File: src/rtl/ip_csc_arb_pkg.sv
// Shared encodings and constants for the colour-convert line arbiter.
package ip_csc_arb_pkg;

    typedef enum logic [1:0] {
        IDLE = 2'd0,
        XFER = 2'd1,
        GAP  = 2'd2
    } state_t;

    localparam int SRC_NUM = 2;
    localparam int PAD_VAL = 0;

endpackage

File: src/rtl/ip_csc_arb_dly.sv
// W-bit, N-stage delay line with asynchronous active-high clear.
module ip_csc_arb_dly #(
    parameter int W = 2,
    parameter int N = 4
) (
    input  logic         clk,
    input  logic         rst,
    input  logic [W-1:0] d,
    output logic [W-1:0] q
);

    logic [N-1:0][W-1:0] pipe;

    always_ff @(posedge clk or posedge rst) begin
        if (rst) begin
            pipe <= '0;
        end else begin
            pipe[0] <= d;
            for (int i = 1; i < N; i++) pipe[i] <= pipe[i-1];
        end
    end

    assign q = pipe[N-1];

endmodule

File: src/rtl/ip_csc_line_arb.sv
// Line-granular round-robin arbiter feeding one RGB->YCbCr converter
// from two FWFT pixel sources, with inter-line gap and aligned source tag.
module ip_csc_line_arb
    import ip_csc_arb_pkg::*;
#(
    parameter int CIW     = 8,
    parameter int LW      = 12,
    parameter int GAP_CYC = 2,
    parameter int CSC_LAT = 4
) (
    input  logic           clk,
    input  logic           rst,
    input  logic [LW-1:0]  i_line_len,
    input  logic           s0_req,
    output logic           s0_gnt,
    output logic           s0_rd,
    input  logic [CIW-1:0] s0_r,
    input  logic [CIW-1:0] s0_g,
    input  logic [CIW-1:0] s0_b,
    input  logic           s1_req,
    output logic           s1_gnt,
    output logic           s1_rd,
    input  logic [CIW-1:0] s1_r,
    input  logic [CIW-1:0] s1_g,
    input  logic [CIW-1:0] s1_b,
    output logic [CIW-1:0] o_data_r,
    output logic [CIW-1:0] o_data_g,
    output logic [CIW-1:0] o_data_b,
    output logic           o_hstr,
    output logic           o_href,
    output logic           o_hend,
    output logic           o_sid,
    output logic           o_sid_vld,
    output logic           o_abort,
    output logic           o_busy
);

    localparam int GW = (GAP_CYC > 1) ? $clog2(GAP_CYC) : 1;

    state_t              state, state_nxt;
    logic [SRC_NUM-1:0]  req, gnt, rd;
    logic                sid, sid_q, last_win, win, aborted;
    logic [LW-1:0]       len, pix_cnt;
    logic [GW-1:0]       gap_cnt;
    logic                start, last_pix, gap_done, owner_req;
    logic [1:0]          dly_q;

    assign req       = {s1_req, s0_req};
    // Tie goes to whichever source did not win last time.
    assign win       = (req == 2'b11) ? ~last_win : req[1];
    assign start     = (state == IDLE) && (|req) && (i_line_len != '0);
    assign last_pix  = (pix_cnt == len - LW'(1));
    assign gap_done  = (gap_cnt == GW'(GAP_CYC - 1));
    assign owner_req = req[sid];
    assign rd        = (state == XFER && !aborted) ? (gnt & req) : '0;

    assign {s1_gnt, s0_gnt} = gnt;
    assign {s1_rd,  s0_rd}  = rd;
    assign o_busy           = (state != IDLE);

    always_ff @(posedge clk or posedge rst) begin
        if (rst) state <= IDLE;
        else     state <= state_nxt;
    end

    always_comb begin
        state_nxt = state;
        case (state)
            IDLE:    if (start) state_nxt = XFER;
            XFER:    if (last_pix) state_nxt = (GAP_CYC > 0) ? GAP : IDLE;
            GAP:     if (gap_done) state_nxt = IDLE;
            default: state_nxt = IDLE;
        endcase
    end

    always_ff @(posedge clk or posedge rst) begin
        if (rst) begin
            gnt      <= '0;
            sid      <= 1'b0;
            sid_q    <= 1'b0;
            last_win <= 1'b1;
            len      <= '0;
            pix_cnt  <= '0;
            gap_cnt  <= '0;
            aborted  <= 1'b0;
            o_data_r <= '0;
            o_data_g <= '0;
            o_data_b <= '0;
            o_hstr   <= 1'b0;
            o_href   <= 1'b0;
            o_hend   <= 1'b0;
            o_abort  <= 1'b0;
        end else begin
            o_data_r <= CIW'(PAD_VAL);
            o_data_g <= CIW'(PAD_VAL);
            o_data_b <= CIW'(PAD_VAL);
            o_hstr   <= 1'b0;
            o_href   <= 1'b0;
            o_hend   <= 1'b0;
            o_abort  <= 1'b0;
            sid_q    <= 1'b0;
            case (state)
                IDLE: if (start) begin
                    sid      <= win;
                    last_win <= win;
                    len      <= i_line_len;
                    gnt      <= win ? 2'b10 : 2'b01;
                    pix_cnt  <= '0;
                    aborted  <= 1'b0;
                end
                XFER: begin
                    o_href  <= 1'b1;
                    o_hstr  <= (pix_cnt == '0);
                    o_hend  <= last_pix;
                    sid_q   <= sid;
                    pix_cnt <= pix_cnt + LW'(1);
                    gap_cnt <= '0;
                    if (|rd) begin
                        o_data_r <= sid ? s1_r : s0_r;
                        o_data_g <= sid ? s1_g : s0_g;
                        o_data_b <= sid ? s1_b : s0_b;
                    end
                    // Owner gave up: pad out the line, flag once.
                    if (!aborted && !owner_req) begin
                        aborted <= 1'b1;
                        o_abort <= 1'b1;
                    end
                    if (last_pix) gnt <= '0;
                end
                GAP:     gap_cnt <= gap_cnt + GW'(1);
                default: ;
            endcase
        end
    end

    ip_csc_arb_dly #(.W(2), .N(CSC_LAT)) u_dly (
        .clk (clk),
        .rst (rst),
        .d   ({sid_q, o_href}),
        .q   (dly_q)
    );

    assign o_sid     = dly_q[1];
    assign o_sid_vld = dly_q[0];

endmodule

File: config.mk
export PLATFORM = sky130hd
export DESIGN_NAME = ip_csc_line_arb
export DESIGN_NICKNAME = d
export VERILOG_FILES = /design/src/rtl/ip_csc_arb_pkg.sv /design/src/rtl/ip_csc_arb_dly.sv /design/src/rtl/ip_csc_line_arb.sv
export SDC_FILE = /design/constraint.sdc
export NUM_CORES = 1
export LEC_CHECK = 0
export ABC_CLOCK_PERIOD_IN_PS = 2300
export CAP_MARGIN = 0
export CORE_MARGIN = 4
export CORE_UTILIZATION = 49
export CTS_BUF_LIST = sky130_fd_sc_hd__clkbuf_4 sky130_fd_sc_hd__clkbuf_8
export CTS_CLUSTER_SIZE = 10
export DETAILED_ROUTE_END_ITERATION = 8
export PLACE_DENSITY = 0.82
export REMOVE_ABC_BUFFERS = 1
export SETUP_SLACK_MARGIN = 0.15
export SLEW_MARGIN = 0
export SYNTH_ARGS = -nofsm -noshare
export SYNTH_HDL_FRONTEND = slang
export SYNTH_SLANG_ARGS = --single-unit
File: constraint.sdc
create_clock -name clk -period 2.3 [get_ports clk]
set_clock_uncertainty 0.1 [all_clocks]
set_input_delay 0.23 -clock clk [delete_from_list [all_inputs] [get_ports clk]]
set_output_delay 0.23 -clock clk [all_outputs]
set_load 0.01 [all_outputs]
### Word level (Yosys, flattened, before mapping)

Cells that the tools add are included.

* bits in registers: 69
* input bits: 64
* output and inout bits: 35

* add/subtract/negate cells: 3
* order comparisons: 1
* eq/ne operators: 8
* muxes and demuxes: 33
* bitwise gates (word level): 2
* reductions and logical operators: 19

Operators with widths (count)
* $mux 8: 9
* $pmux 12 s2: 1
* $mux 2: 7
* $add 12x1->12 const B: 1
* $eq 12x12->1: 1
* $logic_not 12->1: 1
* $mux 12: 1
* $reduce_bool 12->1: 1
* $sub 12x1->12 const B: 1
* $mux 1: 11
* $reduce_and 3->1: 3
* $ne 2x2->1 const B: 3
* $pmux 2 s3: 1
* $reduce_bool 2->1: 3
* $eq 2x2->1 const B: 2
* $logic_and 1x1->1: 4
* $pmux 1 s2: 2
* $pmux 2 s2: 1
* $reduce_and 2->1: 2
* $reduce_or 2->1: 2
* $and 2x2->2: 1
* $eq 2x1->1 const B: 1
* $logic_not 1->1: 2
* $logic_not 2->1: 1
* other kinds (4): 4

### Longest topological paths before layout

* word-level depth: 6
* gate-level depth with buffers: 8
* depth with buffers taken out: 8

### Modules after synthesis

A second synthesis with hierarchy kept.

* cell total of the unflattened synthesis: 321
* area, all modules: 3395.8 sq um

Modules (own cells, without submodules)
* ip_csc_line_arb: instances 1, cells an instance 310, area each 3176.8 sq um, sequential area each 1527.7 sq um
* ip_csc_arb_dly: instances 1, cells an instance 11, area each 219.0 sq um, sequential area each 200.2 sq um

### Worst setup path after synthesis

OpenSTA, ideal clock, no wires.

* path kind: reg2reg
* start point: register len[0]
* end point: register state[0]
* library setup time: 139 ps
* data arrival time: 1721 ps
* data required time: 2061 ps
* path slack: 340 ps
* stages on the path, launching flop included: 9
* buffers on the path: 0
* period minus slack after synthesis: 1960 ps
* cells stage by stage: dfrtp_1 inv_1 ha_1 nor2b_1 nand4_1 xnor2_1 nor4_2 and3_1 o311ai_1

* cells in the longest elaborated chain, start to end: 4

RTL lines
* from (decl): RTL line ip_csc_line_arb.sv:43 `logic [LW-1:0] len, pix_cnt;`
* from (signal assigned): RTL line ip_csc_line_arb.sv:106 `len <= i_line_len;`
* $sub 12x1->12: RTL line ip_csc_line_arb.sv:52 `assign last_pix = (pix_cnt == len - LW'(1));`
* $eq 12x12->1: RTL line ip_csc_line_arb.sv:52
* $ne 2x2->1 (no source line)
* $reduce_and 3->1 (no source line)
* to (signal assigned): RTL line ip_csc_line_arb.sv:63 `else state <= state_nxt;`
* to (decl): RTL line ip_csc_line_arb.sv:40 `state_t state, state_nxt;`

Every way passes these cells.
A chain may end at the register's enable or synchronous reset.

### Worst setup path in the final report

* start point: register len[2]
* end point: register state[0]

Same word-level chain as after synthesis.

==> results.py <==
metrics = {
    "place": {
        "io_buffers": 98,
        "dpl.cell_count": 515,
        "hpwlAfterDp_um": 6680,
        "gp_congestion": 0.892,
        "pre_cts_ws_ps": -234,
    },
    "job": {
        "max_cap_viol_count": 0,
    },
    "cells_and_area": {
        "drive_gt1_share_pct": 16.7,
        "final_cells": 537,
        "nNetsFinal": 526,
        "nFillCells": 437,
        "multiInputGateArea_sq_um": 1620,
        "diodes": 0,
        "final_util_pct": 75.4,
        "syn2layout_area_growth_pct": 45.6,
        "seq_area_sq_um": 1730,
    },
    "sta": {
        "fin_crit_sh_pct": 96.2,
        "worst_slew_pin_slew_ps": 600,
        "setup_viol": 0,
        "grt_setup_unrepaired": "true",
        "slew_headroom_pct": 58.9,
        "fmax_mhz": 452,
        "hold_ws_ps": 99.1,
        "finalMaxSlewViolations": 0,
        "finalHoldViolations": 0,
        "fin_tns_setup_ps": 0,
        "worst_slack_ps": 87.9,
        "layout_min_cycle_time_ps": 2210,
    },
    "power": {
        "p_clk_share_pct": 35.6,
        "p_sw_mw": 0.589,
        "pwr-share-seq_pct": 51.9,
        "p_int_mw": 1.83,
        "powerDensity_nw_per_um2": 493,
        "comb_power_share_pct": 12.5,
        "vdd_drop_max_uv": 385,
        "leakage_nw": 2.11,
        "swShare_pct": 24.4,
    },
    "drt": {
        "drtIter0Drc": 119,
        "drc": 0,
        "detail-route-antenna-nets": 0,
        "first_pass_iters": 4,
        "vias_per_cell": 5.44,
        "post_drt_wl_per_cell_um": 16.8,
        "finalWirelength_um": 9010,
        "dr_total_vias": 2919,
    },
    "yosys": {
        "synth_xor_area_share_pct": 4.42,
        "synthMuxAreaShare_pct": 9.74,
        "postSynthCellCount": 330,
        "yosys_warnings": 0,
        "synthAdderAreaFrac_pct": 2.60,
        "synth_cell_types": 50,
        "async_flop_share_pct": 100,
        "ys_seq_area_share_pct": 51.3,
        "synth_compound_area_share_pct": 10.7,
        "synth_simple_gate_area_share_pct": 17.8,
        "synth_ff_type": "dfrtp_1",
        "synth-edff-count": 0,
        "synth_top_family_by_area": "simple AND/OR/NAND/NOR gates",
        "synth_seq_cells": 69,
        "syn_area_per_cell_sq_um": 10.2,
        "netlist_area_sq_um": 3370,
    },
    "floorplanning": {
        "die_h_um": 90.9,
        "core_area_sq_um": 6490,
        "rows": 29,
        "dieArea_sq_um": 8260,
        "io_pins": 99,
        "start_util_pct": 51.8,
        "dieWidth_um": 90.9,
    },
    "setup_path": {
        "cp.required_ps": 2410,
        "crit_family": "simple AND/OR/NAND/NOR gates",
        "cp_cell_sequence": "nor4_4 > buf_4 > buf_4 > nand3_1 > o21ai_0 > and3_4 > o311ai_1",
        "max_stage_delay_ps": 460,
        "path_buf_inv": 2,
        "critical_path_class": "flop to flop",
        "worst-endpoint-arrival_ps": 2320,
        "crit_slowest_cell": "o21ai_0",
        "crit_fanout": 4,
        "end_kind": "flop",
        "path_common_cell": "buf_4",
        "cp-start-kind": "flop",
    },
    "cts": {
        "cts_max_level": 3,
        "postCtsHoldBufs": 0,
        "clockBufferDepth": 2,
        "cts_tree": "yes",
        "numCtsBuffers": 9,
        "clk_latency_ps": 340,
        "clockRootBuffer": "clkbuf_8",
        "cts.clk_slew.worst_paths_ps": 70,
        "clock_sink_count": 69,
    },
    "global_routing": {
        "grt_max_degree": 29,
        "overflow": 0,
        "grt_use_total_pct": 22.3,
        "first_global_vias": 3068,
        "grt_pass1_wl_um": 14700,
        "antenna_found_initial": 0,
    },
    "worst_hold_path": {
        "min-delay-path-class": "input pin to flop",
    },
    "run_status": {
        "status": "complete, no violations",
    },
}
-- cell families (layout without fill, tap and decap cells) --
logic type,Yosys count,after routing
flip-flops,69,69
multiplexers,32,32
XOR/XNOR,17,17
AO/OA/AOI/OAI,56,56
adder cells (fa/ha/maj),7,7
AND/OR/NAND/NOR,120,120
buffers and inverters,29,159
-- state kept, by name, indices dropped and copies added (netlist names) --
| signal | cells |
|---|---|
| u_dly.pipe | 6 |
| state | 2 |
| gnt | 2 |
| o_abort | 1 |
| o_data_g | 8 |
| u_dly.q | 2 |
| o_href | 1 |
| last_win | 1 |
| o_hend | 1 |
| o_data_r | 8 |
| aborted | 1 |
| o_hstr | 1 |
| sid_q | 1 |
| o_data_b | 8 |
| len | 12 |
| pix_cnt | 12 |
| gap_cnt | 1 |
| sid | 1 |
-- path summary, 6_finish.rpt --
check	slack, ps	startpoint	endpoint	depth (start not counted)
min in group asynchronous	160	rst	o_data_r[0]	2
min	100	i_line_len[8]	len[8]	2
max reg2reg	90	len[2]	state[0]	7
max in group asynchronous	1290	rst	len[4]	3
min reg2reg	250	u_dly.pipe[0]	u_dly.pipe[2]	0
max	90	len[2]	state[0]	7
-- power by group through the flow --
stage	Combinational, mW	Sequential, mW	Clock, mW
after detailed placement	0.303	1.28	0
final	0.302	1.25	0.860
after CTS	0.306	1.25	0.876
after floorplan	0.0659	1.29	0
after global placement	0.295	1.27	0
after global routing	0.326	1.25	0.925
-- layout make-up --
cell class | count | share of cell area (%)
sequential | 69 | 35.3
timing repair buffer | 130 | 25.3
multi-input combinational | 232 | 33.0
inverter | 13 | 0.996
clock inverter | 6 | 0.792
tap | 77 | 1.97
clock buffer | 10 | 2.68
-- synthesized netlist by cell type (3+ instances only) --
master	n	share of area [%]
nor2b_1	5	0.93
nor2_1	41	4.6
buf_2	4	0.59
nand2b_1	4	0.74
xnor2_1	10	2.6
a21oi_1	13	1.9
dfrtp_1	68	51
xor2_1	7	1.8
inv_1	13	1.4
and3_1	5	0.93
mux2_1	4	1.3
ha_1	7	2.6
o21ai_0	20	3.0
nand4_1	5	0.93
clkbuf_1	11	1.2
a22o_1	3	0.78
nor3_1	10	1.5
nand3_1	9	1.3
nand2_1	27	3.0
mux2i_1	26	7.7
-- layer usage --
metal | vias to the layer above | wire length (um) | GRT usage (%)
met1 | 1436 | 3740 | 27.5
met3 | 12 | 440 | 4.50
met5 | - | 0 | 0
li1 | 1394 | - | -
met2 | 77 | 4690 | 38.1
met4 | 0 | 139 | 9.30
-- per-stage QoR --
stage               area (sq um)  power [mW]
floorplan                   3300        1.36
global placement            4590        1.57
detailed placement          4590        1.58
CTS                         4790        2.43
global route                4900        2.50
finish                      4900        2.41
-- timing repair --
action	in CTS	in global routing
cloned	0	0
pin swaps	5	11
setup buffers	3	3
gates resized for setup	6	21
endpoints found under the setup margin	12	16
endpoints found under the hold margin	0	0
-- cell usage in the layout, fill, tap and decap left out, types with 3 or more instances in the layout --
master,instances
nand2_1,27
buf_4,31
mux2_1,4
clkbuf_8,9
a21oi_1,12
nand4_1,5
mux2i_1,26
dfrtp_1,68
xnor2_1,8
nor3_1,10
a22o_1,3
nand2b_1,4
xor2_1,6
inv_1,10
o21ai_0,19
and3_1,4
nor2_1,39
clkdlybuf4s50_1,92
clkinv_2,3
or4_4,3
dlymetal6s2s_1,4
ha_1,5
nand3_1,7
nor2b_1,5
inv_2,3
(Power assumes the default switching activity.)
